File: src/rtl/rob_tagged_reorder.sv
// rob_tagged_reorder: reorder buffer between a requester and an out-of-order memory.
// Each accepted request goes to memory tagged {gen, slot}. Read data is returned to the
// requester in acceptance order. A head entry that waits too long retires with rsp_err.
//
// Ports:
//   clk, rst                    clock, asynchronous active-high reset
//   req_valid/req_ready         request handshake; req_addr, req_id carried with the request
//   mem_valid/mem_ready         forwarded request; mem_addr = req_addr, mem_tag = {gen, slot}
//   mem_rsp_valid/tag/data      memory read data (no back-pressure)
//   rsp_valid/rsp_ready         in-order response; rsp_id, rsp_addr, rsp_data, rsp_err
//   drop                        one-cycle pulse: a memory response was discarded
//   count                       occupied slots, 0..DEPTH
module rob_tagged_reorder #(
    parameter int unsigned DEPTH   = 16,
    parameter int unsigned AWIDTH  = 4,
    parameter int unsigned DWIDTH  = 32,
    parameter int unsigned IDWIDTH = 4,
    parameter int unsigned TIMEOUT = 200
) (
    input  logic                     clk,
    input  logic                     rst,
    input  logic                     req_valid,
    output logic                     req_ready,
    input  logic [AWIDTH-1:0]        req_addr,
    input  logic [IDWIDTH-1:0]       req_id,
    output logic                     mem_valid,
    input  logic                     mem_ready,
    output logic [AWIDTH-1:0]        mem_addr,
    output logic [$clog2(DEPTH):0]   mem_tag,
    input  logic                     mem_rsp_valid,
    input  logic [$clog2(DEPTH):0]   mem_rsp_tag,
    input  logic [DWIDTH-1:0]        mem_rsp_data,
    output logic                     rsp_valid,
    input  logic                     rsp_ready,
    output logic [IDWIDTH-1:0]       rsp_id,
    output logic [AWIDTH-1:0]        rsp_addr,
    output logic [DWIDTH-1:0]        rsp_data,
    output logic                     rsp_err,
    output logic                     drop,
    output logic [$clog2(DEPTH):0]   count
);

    localparam int unsigned PW    = $clog2(DEPTH);
    localparam int unsigned AGE_W = (TIMEOUT == 0) ? 1 : $clog2(TIMEOUT + 1);
    localparam logic [PW:0]      FULL_COUNT = (PW+1)'(DEPTH);
    localparam logic [AGE_W-1:0] AGE_MAX    = AGE_W'(TIMEOUT);
    localparam logic             TO_EN      = (TIMEOUT != 0);

    // Slot storage
    logic [IDWIDTH-1:0] id_q      [DEPTH];
    logic [AWIDTH-1:0]  addr_q    [DEPTH];
    logic [DWIDTH-1:0]  data_q    [DEPTH];
    logic [DEPTH-1:0]   gen_q;
    logic [DEPTH-1:0]   pending_q;
    logic [DEPTH-1:0]   done_q;

    logic [PW:0]        wr_ptr;
    logic [PW:0]        rd_ptr;
    logic [AGE_W-1:0]   age;
    logic               drop_q;

    logic [PW:0]        count_nxt;
    logic [AGE_W-1:0]   age_nxt;
    logic [PW-1:0]      head;
    logic [PW-1:0]      wr_slot;
    logic [PW-1:0]      rsp_slot;
    logic               full;
    logic               occupied;
    logic               accept;
    logic               pop;
    logic               head_done;
    logic               expired;
    logic               rsp_write;
    logic               rsp_to_head;

    // Request path, head presentation and response qualification
    always_comb begin
        full      = (count == FULL_COUNT);
        occupied  = (count != '0);
        req_ready = mem_ready & ~full & ~rst;
        mem_valid = req_valid & ~full & ~rst;
        mem_addr  = req_addr;
        mem_tag   = wr_ptr;
        accept    = req_valid & req_ready;
        wr_slot   = wr_ptr[PW-1:0];

        head      = rd_ptr[PW-1:0];
        head_done = done_q[head];
        expired   = TO_EN & (age == AGE_MAX);
        rsp_valid = occupied & (head_done | expired);
        rsp_err   = occupied & expired & ~head_done;
        rsp_id    = id_q[head];
        rsp_addr  = addr_q[head];
        rsp_data  = rsp_err ? '0 : data_q[head];
        pop       = rsp_valid & rsp_ready;

        // An expired head refuses late data so the errored response cannot change under the requester
        rsp_slot    = mem_rsp_tag[PW-1:0];
        rsp_to_head = (rsp_slot == head);
        rsp_write   = mem_rsp_valid & pending_q[rsp_slot]
                    & (gen_q[rsp_slot] == mem_rsp_tag[PW])
                    & ~(rsp_to_head & expired);

        drop = drop_q;
    end

    // Occupancy and head-age next state
    always_comb begin
        count_nxt = count;
        age_nxt   = age;
        if (accept && !pop) begin
            count_nxt = count + (PW+1)'(1);
        end else if (pop && !accept) begin
            count_nxt = count - (PW+1)'(1);
        end
        // A write landing on the head this cycle stops the count, so data beats the timeout
        if (pop) begin
            age_nxt = '0;
        end else if (occupied && !head_done && (age < AGE_MAX) && !(rsp_write && rsp_to_head)) begin
            age_nxt = age + AGE_W'(1);
        end
    end

    // State registers
    always_ff @(posedge clk or posedge rst) begin
        if (rst) begin
            wr_ptr    <= '0;
            rd_ptr    <= '0;
            count     <= '0;
            age       <= '0;
            drop_q    <= 1'b0;
            gen_q     <= '0;
            pending_q <= '0;
            done_q    <= '0;
            for (int i = 0; i < int'(DEPTH); i++) begin
                id_q[i]   <= '0;
                addr_q[i] <= '0;
                data_q[i] <= '0;
            end
        end else begin
            count  <= count_nxt;
            age    <= age_nxt;
            drop_q <= mem_rsp_valid & ~rsp_write;

            if (accept) begin
                id_q[wr_slot]      <= req_id;
                addr_q[wr_slot]    <= req_addr;
                gen_q[wr_slot]     <= wr_ptr[PW];
                pending_q[wr_slot] <= 1'b1;
                done_q[wr_slot]    <= 1'b0;
                wr_ptr             <= wr_ptr + (PW+1)'(1);
            end

            // Never collides with the push or pop slot: a write needs pending & !done,
            // a free slot has pending = 0, and a popped head is done or expired.
            if (rsp_write) begin
                data_q[rsp_slot]    <= mem_rsp_data;
                done_q[rsp_slot]    <= 1'b1;
                pending_q[rsp_slot] <= 1'b0;
            end

            if (pop) begin
                pending_q[head] <= 1'b0;
                done_q[head]    <= 1'b0;
                rd_ptr          <= rd_ptr + (PW+1)'(1);
            end
        end
    end

endmodule
File: config.mk
export PLATFORM = sky130hd
export DESIGN_NAME = rob_tagged_reorder
export DESIGN_NICKNAME = d
export VERILOG_FILES = /design/src/rtl/rob_tagged_reorder.sv
export SDC_FILE = /design/constraint.sdc
export NUM_CORES = 1
export LEC_CHECK = 0
export CORE_UTILIZATION = 62
export DETAILED_ROUTE_END_ITERATION = 8
export PLACE_DENSITY_LB_ADDON = 0.15
export SKIP_LAST_GASP = 1
export SLEW_MARGIN = 40
export SYNTH_ARGS = -nofsm -noshare
export SYNTH_HDL_FRONTEND = slang
export SYNTH_SLANG_ARGS = --single-unit
File: constraint.sdc
create_clock -name clk -period 29.9 [get_ports clk]
set_input_delay 5.98 -clock clk [delete_from_list [all_inputs] [get_ports clk]]
set_output_delay 5.98 -clock clk [all_outputs]
set_load 0.005 [all_outputs]
* After elaboration in Yosys (flattened, before gate mapping) *
Cells that the tools add are included.

operators by class
  add/subtract/negate cells = 5
  multipliers = 0
  divide/modulo/power cells = 0
  $lt $le $gt $ge = 12
  eq/ne operators = 4
  shifts and indexed selects = 0
  muxes and demuxes = 40
  bitwise operators = 32
  reduce and logical (&&, ||, !) cells = 18

operators with widths
  cell                                                  number
  bitwise mux 512 bit                                   1
  binary-select mux 32 bit (select 4 bit)               1
  bitwise mux 64 bit                                    2
  demux 32 bit (select 4 bit)                           1
  two-way mux 32 bit                                    4
  two-way mux 16 bit                                    6
  bitwise AND 16 bit                                    4
  inverter 16 bit                                       3
  binary-select mux 4 bit (select 4 bit)                2
  OR 16 bit                                             2
  two-way mux 4 bit                                     5
  bitwise mux 16 bit                                    1
  demux 4 bit (select 4 bit)                            1
  two-way mux 8 bit                                     2
  adder 5 x 1 -> 5 bit (second input constant)          3
  >= comparator 5 bit (second input constant)           3
  < comparator 4 x 5 -> 1 bit (second input constant)   3
  inverter 4 -> 5 bit                                   3
  bitwise AND 1 bit                                     14
  binary-select mux 1 bit (select 4 bit)                3
  demux 1 bit (select 4 bit)                            3
  >= comparator 4 x 1 -> 1 bit (second input constant)  3
  logical AND 1 bit                                     11
  < comparator 5 x 1 -> 1 bit (second input constant)   2
  other kinds (14)                                      28

storage, ports and cells
  bits in registers = 712
  latch bits = 0
  memory bits (writable) = 0
  memory bits (read-only) = 0
  input port bits = 51
  output and inout port bits = 59
  word-level logic and storage cells = 167
  memories = 0

* Longest topological paths before layout *
  word-level depth = 11
  gate-level depth with buffers = 16
  gate-level depth less buffers = 14

* Worst setup path after synthesis *
Ideal clock, no wire load.

  path type = input to output
  start = in rst
  end = out mem_valid
  arrival time = 6.262 ns
  data required time = 23.920 ns
  setup slack = 17.658 ns
  stages on the path = 2
  path buffers = 0
  path through = a21oi_1 -> and2_1

on the way
  cells in the longest elaborated chain, start to end = 2

RTL lines
  element            RTL line  RTL
  start, declared    21        input logic rst,
  inverter 1 bit     81        mem_valid = req_valid & ~full & ~rst;
  bitwise AND 1 bit  81
  end, declared      26        output logic mem_valid,

No other way between the ends.

* Final worst setup path *
  start = in rst
  end = out req_ready

on the way
  cells in the longest elaborated chain, start to end = 2

RTL lines
  element            RTL line  RTL
  inverter 1 bit     80        req_ready = mem_ready & ~full & ~rst;
  bitwise AND 1 bit  80
  end, declared      23        output logic req_ready,

No other way between the ends.

==> metrics <==
antenna viol nets, final 0; die area 54700 sq um; HP Class reg -> reg; final hold violation count 0; worst-margin pin slew 0.912 ns; combinational power share 0.284; routed vias 18256; max cap viols 0; FFs w/ async S/R, synth 1.00; critical path startpoint category input pin; status finished with violations; IO Port Bufs 109; FMAX 74.0 MHz; Tcrit/Tclk final 0.452; Unique masters post-synth 59; RSZ-0062 raised after global routing false; DRT Pass-1 Iters 9; total power 3.16 mW; final setup fails 0; root buffer cell clkbuf_16; Buf+Inv Stages, Crit Path 2; DR DRC count 10; crit-path cells clkdlybuf4s50_1 > a21oi_1 > and2_1 > clkdlybuf4s50_1; failing checks design-rule violations; first-pass GRT wire length 119000 um; Max Slew Vio Count 0; Sink Count 711; Post-synth top flop dfrtp_1; reg2reg setup slack 24.91 ns; Seq pwr share 0.422; Slew HR 0.391; P&R area growth vs syn 11.3%; I/O Pins 110; Clock transition at path regs 0.06 ns; Post-Syn Nets 2132; critical path's largest stage delay 0.60 ns; net load switching power 0.905 mW; DRT iter0 DRCs between 1000 and 1500; cell-internal power 2.25 mW; Die Y 234 um; layout cell share with drive strength beyond 1 0.484; FP Rows 84; crit path max fanout 3; Post-synth EDFFs 0; vias in the first global route roughly 20000; largest net degree at the start of global routing 147; Hold Path Cell Cnt 1; Post-Synthesis Cells 2065; CTS Buf Count 75; Tot GR Track Use 0.292; average instance area after synthesis 16.1 sq um; nets between 2000 and 2500; R2R cell count 14; PwrDens approximately 85 nW/um^2; CP required 23.92 ns; Leak Pwr 17.6 nW; wire per inst 26.2 um; post-synthesis sequential area ratio 0.534; post-CTS setup buffer count 0; CTS Hold Buffers Added 0; dominant cell type by area after synthesis dfrtp_1; Yosys warnings 0; Die W about 230 um; CTS tree yes; initial antenna violation count 4; Tmin final 13.52 ns; gr ovfl total 0; Worst Clk Skew 0.0248 ns; CP top delay family buffers and inverters; most common cell after layout, fill and taps aside dfrtp_1; final non-filler cell total 2870; DP Cell Count 2732; Net Sw Frac 0.287; vias per cell 6.36; Worst R2R End count[4]; H-Tree Level Count 3; VDD IR max around 0.063 mV; Initial Util 0.630; Clk pwr share 0.295; placer congestion estimate 0.829; CP Class in -> out; worst-case hold path end point data_q[64]; clock latency on the worst-skew pair 0.62 ns; setup_tns 0 ns; Critical Path Most Common Cell clkdlybuf4s50_1; ranking of synthesized cells by area dfrtp_1 (53%), mux2_2 (20%), mux4_2 (14%), mux2_4 (2.5%), buf_6 (0.81%); Crit. End Element output port; Post-DP HPWL approximately 43000 um; share of the synthesized area in the top cell type 0.534; r2r startpoint rd_ptr[1]; Core Area 52900 sq um; synthesized flop and latch total 711; commonest non-fill, non-tap cells in the layout dfrtp_1 (707), mux2_2 (601), mux4_2 (204); Mapped Area 33300 sq um; drt total wl 75300 um; HP Start data_q[64]; CP max-delay cell clkdlybuf4s50_1; cts repair resizes 0; Worst Path Arrival 7.54 ns; CTS max path bufs 3
## cell families (layout without fill, tap and decap cells)
kind of cell / after synthesis / count (layout) / synth area share
fa+ha+maj: 16 / 16 / 0.00623
mux: 879 / 879 / 0.374
compound gates: 59 / 59 / 0.0118
flops: 711 / 711 / 0.534
other cells: 0 / 3 / 0
xor+xnor: 16 / 16 / 0.00421
simple gates: 191 / 191 / 0.0321
buf+inv: 193 / 307 / 0.0374
## Yosys cell counts, types with 3 or more instances
cell           count
nand2_1           47
buf_6             24
dlygate4sd1_1      9
xnor2_1           14
o21ai_0            8
nor2_1            32
nor3_4             6
clkbuf_1          59
and2_1             4
nand3_1           13
or3_1              6
mux4_1             4
nand4_1            3
a21oi_1           25
buf_12             6
or4_1              3
buf_4             22
buf_1             13
o22ai_1            3
o311ai_0           3
ha_1              15
mux2_1             4
nand2b_1           7
dfrtp_1          711
mux2_4            56
inv_1             17
dlygate4sd3_1     12
mux2_2           601
o31ai_1            3
mux4_2           204
mux2i_1            9
nor3_1            18
buf_2             29
a31oi_1            5
nor2b_1           38
a221oi_1           3
## final cells by class
type	instances	area, sq um
antenna	3	7.51
tap	688	861
timing repair buffer	154	1560
clock buffer	116	2250
clock inverter	19	210
fill	3509	15800
sequential	711	17800
multi-input combinational	1161	14300
inverter	18	80.1
## worst max-delay path by stage
stage / from / endpoint / slack (ns) / depth (start not counted)
5_1_grt: rst / req_ready / 16.31 / 4
3_3_place_gp: rst / mem_valid / 16.47 / 4
6_report: rst / req_ready / 16.38 / 4
2_1_floorplan: rst / addr_q[0] / 3.98 / 1
3_5_place_dp: rst / mem_valid / 16.41 / 4
4_1_cts: rst / mem_valid / 16.41 / 4
## through the flow
stage / hold slack (ns) / cell area, sq um / util / worst slack [ns]
floorplan: 0.453 / 33300 / - / 3.98
global placement: 0.464 / 34400 / 0.651 / 16.47
detailed placement: 0.470 / 34600 / 0.654 / 16.41
CTS: 0.494 / 37100 / 0.701 / 16.41
global route: 0.509 / 37100 / 0.702 / 16.31
finish: 0.491 / 37100 / 0.702 / 16.38
## layer usage
metal  up-vias  wire length [um]  track usage
li1       7795                 -            -
met1      9896             32600        0.410
met2       429             36900        0.469
met3       134              3800       0.0488
met4         2              2000       0.0962
met5         -                 6            0
## state kept, by name, summed over array words and instances (netlist names)
name / cells
addr_q: 64
done_q: 16
age: 8
rd_ptr: 4
id_q: 64
count: 5
data_q: 512
mem_tag: 5
pending_q: 16
gen_q: 16
drop: 1
## power groups by stage
stage / logic (mW) / clock network, mW / registers [mW]
after global routing: 0.967 / 0.984 / 1.36
after CTS: 0.905 / 0.946 / 1.33
after global placement: 0.833 / 0 / 1.36
final: 0.896 / 0.930 / 1.33
after floorplan: 0.692 / 0 / 1.28
after detailed placement: 0.901 / 0 / 1.34
Power figures use the tool's default switching activity.
